==> src/rtl/hex_capture_monitor.sv <==
// hex_capture_monitor
//   Watches a soft core's debug PC and its 7-segment display buses. After an
//   arm request it counts RUN cycles until the program-end PC appears, then
//   snapshots the segment buses, decodes each channel to a hex digit and
//   reports pass/fail. RUN also ends on a cycle timeout or, if enabled, on a
//   stalled PC.
//
//   Build option: define HEXMON_STALL_EN to enable stall detection. Without
//   it there is no stall counter and o_stall is tied to 0.
//
//   Ports
//     i_clk        clock, rising edge
//     i_reset      asynchronous active-low reset
//     i_arm        start request, sampled in IDLE
//     i_clear      synchronous return to IDLE, clears all results
//     i_pc         core debug PC
//     i_hex        packed active-low segment buses, channel k at [7k+6:7k]
//     o_state      0 IDLE, 1 RUN, 2 CAPTURE, 3 DONE
//     o_done       high while in DONE
//     o_pass       end PC reached and every channel decoded cleanly
//     o_timeout    RUN exceeded TIMEOUT_CYC cycles
//     o_stall      PC unchanged for STALL_CYC samples
//     o_cycles     RUN cycle count (saturating)
//     o_hex_val    decoded digit per channel, 4 bits each
//     o_hex_blank  channel showed all segments off
//     o_hex_err    channel showed an unrecognised pattern
//
//   state   | meaning
//   --------+---------------------------------------------------------
//   IDLE    | waiting for i_arm, results cleared
//   RUN     | counting cycles, watching PC for end / timeout / stall
//   CAPTURE | decoding the snapshot taken when the end PC was seen
//   DONE    | results frozen until i_clear
module hex_capture_monitor #(
    parameter int          NUM_HEX     = 8,
    parameter logic [31:0] END_PC      = 32'h0000_01C8,
    parameter int          TIMEOUT_CYC = 1_000_000,
    parameter int          STALL_CYC   = 64,
    parameter int          CNT_W       = 32
) (
    input  logic                 i_clk,
    input  logic                 i_reset,
    input  logic                 i_arm,
    input  logic                 i_clear,
    input  logic [31:0]          i_pc,
    input  logic [NUM_HEX*7-1:0] i_hex,
    output logic [1:0]           o_state,
    output logic                 o_done,
    output logic                 o_pass,
    output logic                 o_timeout,
    output logic                 o_stall,
    output logic [CNT_W-1:0]     o_cycles,
    output logic [NUM_HEX*4-1:0] o_hex_val,
    output logic [NUM_HEX-1:0]   o_hex_blank,
    output logic [NUM_HEX-1:0]   o_hex_err
);

    typedef enum logic [1:0] {
        ST_IDLE    = 2'd0,
        ST_RUN     = 2'd1,
        ST_CAPTURE = 2'd2,
        ST_DONE    = 2'd3
    } state_t;

    if (NUM_HEX < 1 || NUM_HEX > 8 || TIMEOUT_CYC < 2 || STALL_CYC < 2) begin : g_param_check
        $error("hex_capture_monitor: illegal parameter value");
    end

    localparam logic [CNT_W-1:0] TO_LAST = CNT_W'(TIMEOUT_CYC - 1);

    state_t                 state_q, state_d;
    logic [CNT_W-1:0]       cycles_q, cycles_d;
    logic [NUM_HEX*7-1:0]   snap_q, snap_d;
    logic [NUM_HEX*4-1:0]   val_q, val_d;
    logic [NUM_HEX-1:0]     blank_q, blank_d;
    logic [NUM_HEX-1:0]     err_q, err_d;
    logic                   pass_q, pass_d;
    logic                   timeout_q, timeout_d;
    logic                   stall_hit;

    logic [NUM_HEX*4-1:0]   dec_val;
    logic [NUM_HEX-1:0]     dec_blank;
    logic [NUM_HEX-1:0]     dec_err;

    // Returns {err, blank, digit}.
    function automatic logic [5:0] seg_decode(input logic [6:0] seg);
        logic [5:0] r;
        r = 6'b10_0000;
        case (seg)
            7'h40: r = {2'b00, 4'h0};
            7'h79: r = {2'b00, 4'h1};
            7'h24: r = {2'b00, 4'h2};
            7'h30: r = {2'b00, 4'h3};
            7'h19: r = {2'b00, 4'h4};
            7'h12: r = {2'b00, 4'h5};
            7'h02: r = {2'b00, 4'h6};
            7'h78: r = {2'b00, 4'h7};
            7'h00: r = {2'b00, 4'h8};
            7'h10: r = {2'b00, 4'h9};
            7'h08: r = {2'b00, 4'hA};
            7'h03: r = {2'b00, 4'hB};
            7'h46: r = {2'b00, 4'hC};
            7'h21: r = {2'b00, 4'hD};
            7'h06: r = {2'b00, 4'hE};
            7'h0E: r = {2'b00, 4'hF};
            7'h7F: r = 6'b01_0000;
            default: r = 6'b10_0000;
        endcase
        return r;
    endfunction

    always_comb begin
        dec_val   = '0;
        dec_blank = '0;
        dec_err   = '0;
        for (int k = 0; k < NUM_HEX; k++) begin
            {dec_err[k], dec_blank[k], dec_val[k*4 +: 4]} = seg_decode(snap_q[k*7 +: 7]);
        end
    end

`ifdef HEXMON_STALL_EN
    localparam int SC_W = $clog2(STALL_CYC);

    logic [SC_W-1:0] stall_cnt_q, stall_cnt_d;
    logic [31:0]     prev_pc_q;
    logic            stall_q, stall_d;

    assign stall_hit = (stall_cnt_q == SC_W'(STALL_CYC - 1));

    // Counter only runs in RUN; it is zero in every other state, so it is
    // already cleared on the edge that enters RUN.
    always_comb begin
        stall_cnt_d = '0;
        if (!i_clear && state_q == ST_RUN && !stall_hit && i_pc == prev_pc_q) begin
            stall_cnt_d = stall_cnt_q + SC_W'(1);
        end
    end

    always_ff @(posedge i_clk or negedge i_reset) begin
        if (!i_reset) begin
            stall_cnt_q <= '0;
            prev_pc_q   <= '0;
            stall_q     <= 1'b0;
        end else begin
            stall_cnt_q <= stall_cnt_d;
            prev_pc_q   <= i_pc;
            stall_q     <= stall_d;
        end
    end

    assign o_stall = stall_q;
`else
    assign stall_hit = 1'b0;
    assign o_stall   = 1'b0;
`endif

    always_comb begin
        state_d   = state_q;
        cycles_d  = cycles_q;
        snap_d    = snap_q;
        val_d     = val_q;
        blank_d   = blank_q;
        err_d     = err_q;
        pass_d    = pass_q;
        timeout_d = timeout_q;
`ifdef HEXMON_STALL_EN
        stall_d   = stall_q;
`endif
        if (i_clear || (state_q == ST_IDLE && i_arm)) begin
            // Both leaving to IDLE and entering RUN start from a clean slate.
            state_d   = i_clear ? ST_IDLE : ST_RUN;
            cycles_d  = '0;
            snap_d    = '0;
            val_d     = '0;
            blank_d   = '0;
            err_d     = '0;
            pass_d    = 1'b0;
            timeout_d = 1'b0;
`ifdef HEXMON_STALL_EN
            stall_d   = 1'b0;
`endif
        end else begin
            case (state_q)
                ST_RUN: begin
                    if (cycles_q != {CNT_W{1'b1}}) cycles_d = cycles_q + CNT_W'(1);
                    if (i_pc == END_PC) begin
                        snap_d  = i_hex;
                        state_d = ST_CAPTURE;
                    end else if (cycles_q == TO_LAST) begin
                        // Count stays at TIMEOUT_CYC-1 so it reports the limit.
                        cycles_d  = cycles_q;
                        timeout_d = 1'b1;
                        state_d   = ST_DONE;
                    end else if (stall_hit) begin
`ifdef HEXMON_STALL_EN
                        stall_d = 1'b1;
`endif
                        state_d = ST_DONE;
                    end
                end
                ST_CAPTURE: begin
                    val_d   = dec_val;
                    blank_d = dec_blank;
                    err_d   = dec_err;
                    pass_d  = ~|dec_err;
                    state_d = ST_DONE;
                end
                default: ;
            endcase
        end
    end

    always_ff @(posedge i_clk or negedge i_reset) begin
        if (!i_reset) begin
            state_q   <= ST_IDLE;
            cycles_q  <= '0;
            snap_q    <= '0;
            val_q     <= '0;
            blank_q   <= '0;
            err_q     <= '0;
            pass_q    <= 1'b0;
            timeout_q <= 1'b0;
        end else begin
            state_q   <= state_d;
            cycles_q  <= cycles_d;
            snap_q    <= snap_d;
            val_q     <= val_d;
            blank_q   <= blank_d;
            err_q     <= err_d;
            pass_q    <= pass_d;
            timeout_q <= timeout_d;
        end
    end

    assign o_state     = state_q;
    assign o_done      = (state_q == ST_DONE);
    assign o_pass      = pass_q;
    assign o_timeout   = timeout_q;
    assign o_cycles    = cycles_q;
    assign o_hex_val   = val_q;
    assign o_hex_blank = blank_q;
    assign o_hex_err   = err_q;

endmodule

==> config.mk <==
export PLATFORM = sky130hd
export DESIGN_NAME = hex_capture_monitor
export DESIGN_NICKNAME = d
export VERILOG_FILES = /design/src/rtl/hex_capture_monitor.sv
export SDC_FILE = /design/constraint.sdc
export NUM_CORES = 1
export LEC_CHECK = 0
export ABC_AREA = 1
export ABC_CLOCK_PERIOD_IN_PS = 2500
export CAP_MARGIN = 30
export CORE_ASPECT_RATIO = 1.1
export CORE_MARGIN = 2
export CORE_UTILIZATION = 31
export CTS_CLUSTER_DIAMETER = 200
export DETAILED_ROUTE_END_ITERATION = 7
export PLACE_DENSITY = 0.53
export SLEW_MARGIN = 40
export SYNTH_ARGS = -nofsm -noshare
export SYNTH_HDL_FRONTEND = slang
export SYNTH_SLANG_ARGS = --single-unit
==> constraint.sdc <==
create_clock -name i_clk -period 2.5 [get_ports i_clk]
set_clock_uncertainty 0.05 [all_clocks]
set_input_delay 0.375 -clock i_clk [delete_from_list [all_inputs] [get_ports i_clk]]
set_output_delay 0.375 -clock i_clk [all_outputs]
set_load 0.02 [all_outputs]
==> impl_metrics.toml <==
[global_routing]
grt_pass1_wl_mm = 48.0
grt_usage_pct = 19.5
grt_max_degree = 57
grt_pass1_vias = 9265
antenna_found_initial = 2
grt_remaining_overflow = 0

[critical_path]
critPathLaunch = "o_cycles[2]"
crit_arrival_ns = 2.36
rrSetupSlack_ns = 0.40
worstSetupEndpoint = "o_cycles[17]"
critPathLaunchType = "flop"
cp.depth = 10
cp_cell_sequence = "nand3_1 -> inv_1 -> nand2_1 -> nor2_1 -> nand3_1 -> nand2_1 -> inv_1 -> buf_4 -> nand3_1 -> nand2_1"
crit_type = "reg -> reg"
worst-path-max-fanout = 22
r2r-start = "o_cycles[2]"
critPathSlowestCell = "dfrtp_1"
cp_top_family = "simple AND/OR/NAND/NOR gates"
required_ns = 2.76
cp-end-kind = "flop"
rr_endpoint = "o_cycles[17]"
slowest_delay_ns = 0.54
reg2reg_depth = 10
cp_num_buf_inv = 3

[power_and_ir_drop]
power_density_nw_per_um2 = 871
ir_drop_mv = 0.530
p_leak_nw = 5.47
power.total_mw = 10.4

[yosys]
synth-simple-area-share_pct = 43.2
postSynthAreaPerCell_um2 = 6.45
synthMuxAreaShare_pct = 0
synth_edf_count = 0
synth_top_cells_by_count = "nand2_1 (493), nor2_1 (246), dfrtp_1 (140)"
async_flop_share_pct = 100
synth.distinct_cells = 37
synth-adder-area-share_pct = 0.138
synthCells = 1402
synth_compound_area_share_pct = 8.07
yosysSeqAreaShare_pct = 38.8
synth_top_area_cell = "dfrtp_1"
postSynthNetCount = 1495
synth.top_cell.area_share_pct = 38.8
ys_top_cells_by_area = "dfrtp_1 (39%), nand2_1 (20%), nor2_1 (10%)"
ys_seq_elements = 140
syn_area_um2 = 9040
ys.flop_type = "dfrtp_1"
synth-xor-area-share_pct = 2.71
synth_top_family_by_area = "simple AND/OR/NAND/NOR gates"
yosysMostFrequentCell = "nand2_1"
synth_warnings = 0

[floorplanning]
dieArea_um2 = 30500
coreArea_um2 = 28700
row_count = 65
ioPinCount = 178
die-width_um = 167
start_util_pct = 31.5
die_y_um = 183

[routing]
drt_iter0_markers = 554
vias_per_cell = 4.86
dr.pass1.iters = 5
totalWireLength_mm = 28.9
drc = 0
postRouteAntennaNets = 0
wl_per_cell_um = 14.7
vias = 9544

[timing]
report.final.slew_viol_count = 0
min_period_ns = 2.10
finalHoldViolations = 0
rsz0062_at_grt = "no"
period_share_pct = 84.0
setup_viol = 0
fin_tns_setup_ns = 0
fmax_ghz = 0.476

[placement]
dp_cells = 1930
gp_congestion = 0.921
dp_hpwl_mm = 21.9
port-buffer-count = 176

[clocking]
ctsResizeCount = 0
clock_latency_ns = 0.44
h-tree-depth = 4
cts_buffers = 17
clock-sinks = 140
clockRootBuffer = "clkbuf_16"
post_cts_buffers = 0
clock_path_buffers = 2
path_clk_slew_ns = 0.06
cts_tree = "built"

[finish]
drive_gt1_share_pct = 4.33
stdcell_count = 1964
syn2layout_area_growth_pct = 31.9
fin_nets = 1675

[run]
cap_violations = 0

[worst_hold_path]
hp-class = "in -> async"

[run_status]
outcome = "completed"
## worst reg2reg max path: cells and delay by family (launching register included)
| family | cells | cell delay, ns |
|---|---|---|
| simple gates | 7 | 0.98 |
| flops | 1 | 0.54 |
| buf+inv | 3 | 0.43 |
## per-layer routing
layer  GRT usage, %  wire, um  vias to the layer above
li1               -         -                     4864
met1           25.1     13200                     4377
met2           33.4     13800                      261
met3           3.71      1340                       40
met4           5.62       487                        2
met5              0        13                        -
## per-stage QoR
| stage | util (%) | hold WS [ns] | cell area, um^2 | setup WS, ns |
|---|---|---|---|---|
| 3_3_place_gp | 39.4 | 0.280 | 11300 | 0.269 |
| 4_1_cts | 41.5 | 0.396 | 11900 | 0.398 |
| 6_report | 41.5 | 0.393 | 11900 | 0.399 |
| 2_1_floorplan | - | 0.0294 | 9040 | 0.496 |
| 3_5_place_dp | 39.4 | 0.288 | 11300 | 0.258 |
| 5_1_grt | 41.5 | 0.405 | 11900 | 0.198 |
## sequential cells by signal (all words and copies together) (netlist names)
signal       cells
o_timeout        1
o_hex_val       32
o_state          2
snap_q          56
o_hex_blank      8
o_pass           1
o_hex_err        8
o_cycles        32
## layout by cell type (no fill, tap or decap), types with 4 or more instances in the layout
master and n:
or2_2 4, clkdlybuf4s50_1 175, nor4_1 8, clkinv_4 4, o21ai_0 101, nand4_1 32
nand3b_1 4, xnor2_1 9, dfrtp_1 140, a22o_1 4, xor2_1 19, a31oi_1 4
nor2_1 245, inv_1 106, buf_12 6, nand2_1 493, nor3_1 33, o31ai_1 6
buf_4 21, a21oi_1 10, nand3_1 122, clkbuf_16 17
## final cells by class
cell class / instances / area (um^2)
clock inverters: 11 / 110
flip-flops and latches: 140 / 3500
multi-input cells: 1111 / 4910
inverters: 108 / 405
diodes: 1 / 2.50
clock buffers: 21 / 470
repair buffers: 204 / 2050
well taps: 368 / 460
fillers: 3017 / 16800
## kinds of logic after synthesis
kind of cell,after synthesis
fa+ha+maj,1
compound gates,132
simple gates,949
xor+xnor,28
other cells,1
flops,140
buf+inv,151
## how the worst min path moves through the flow
| stage | depth (start not counted) | endpoint | from | slack, ns |
|---|---|---|---|---|
| floorplan | 0 | o_cycles[0] | i_reset | 0.03 |
| CTS | 2 | snap_q[11] | i_reset | 0.40 |
| global placement | 1 | snap_q[11] | i_reset | 0.28 |
| finish | 2 | snap_q[11] | i_reset | 0.39 |
| global route | 2 | snap_q[11] | i_reset | 0.41 |
| detailed placement | 1 | snap_q[11] | i_reset | 0.29 |
## report_power, final
group	internal (mW)	switching [mW]
registers	2.76	0.604
clock network	1.46	1.06
logic	1.60	2.90
total	5.82	4.56
## what timing repair did
action,4_1_cts,5_1_grt
hold endpoints to repair,42,0
endpoints found under the setup margin,0,0
hold buffers,1,0
(Power assumes the default switching activity.)
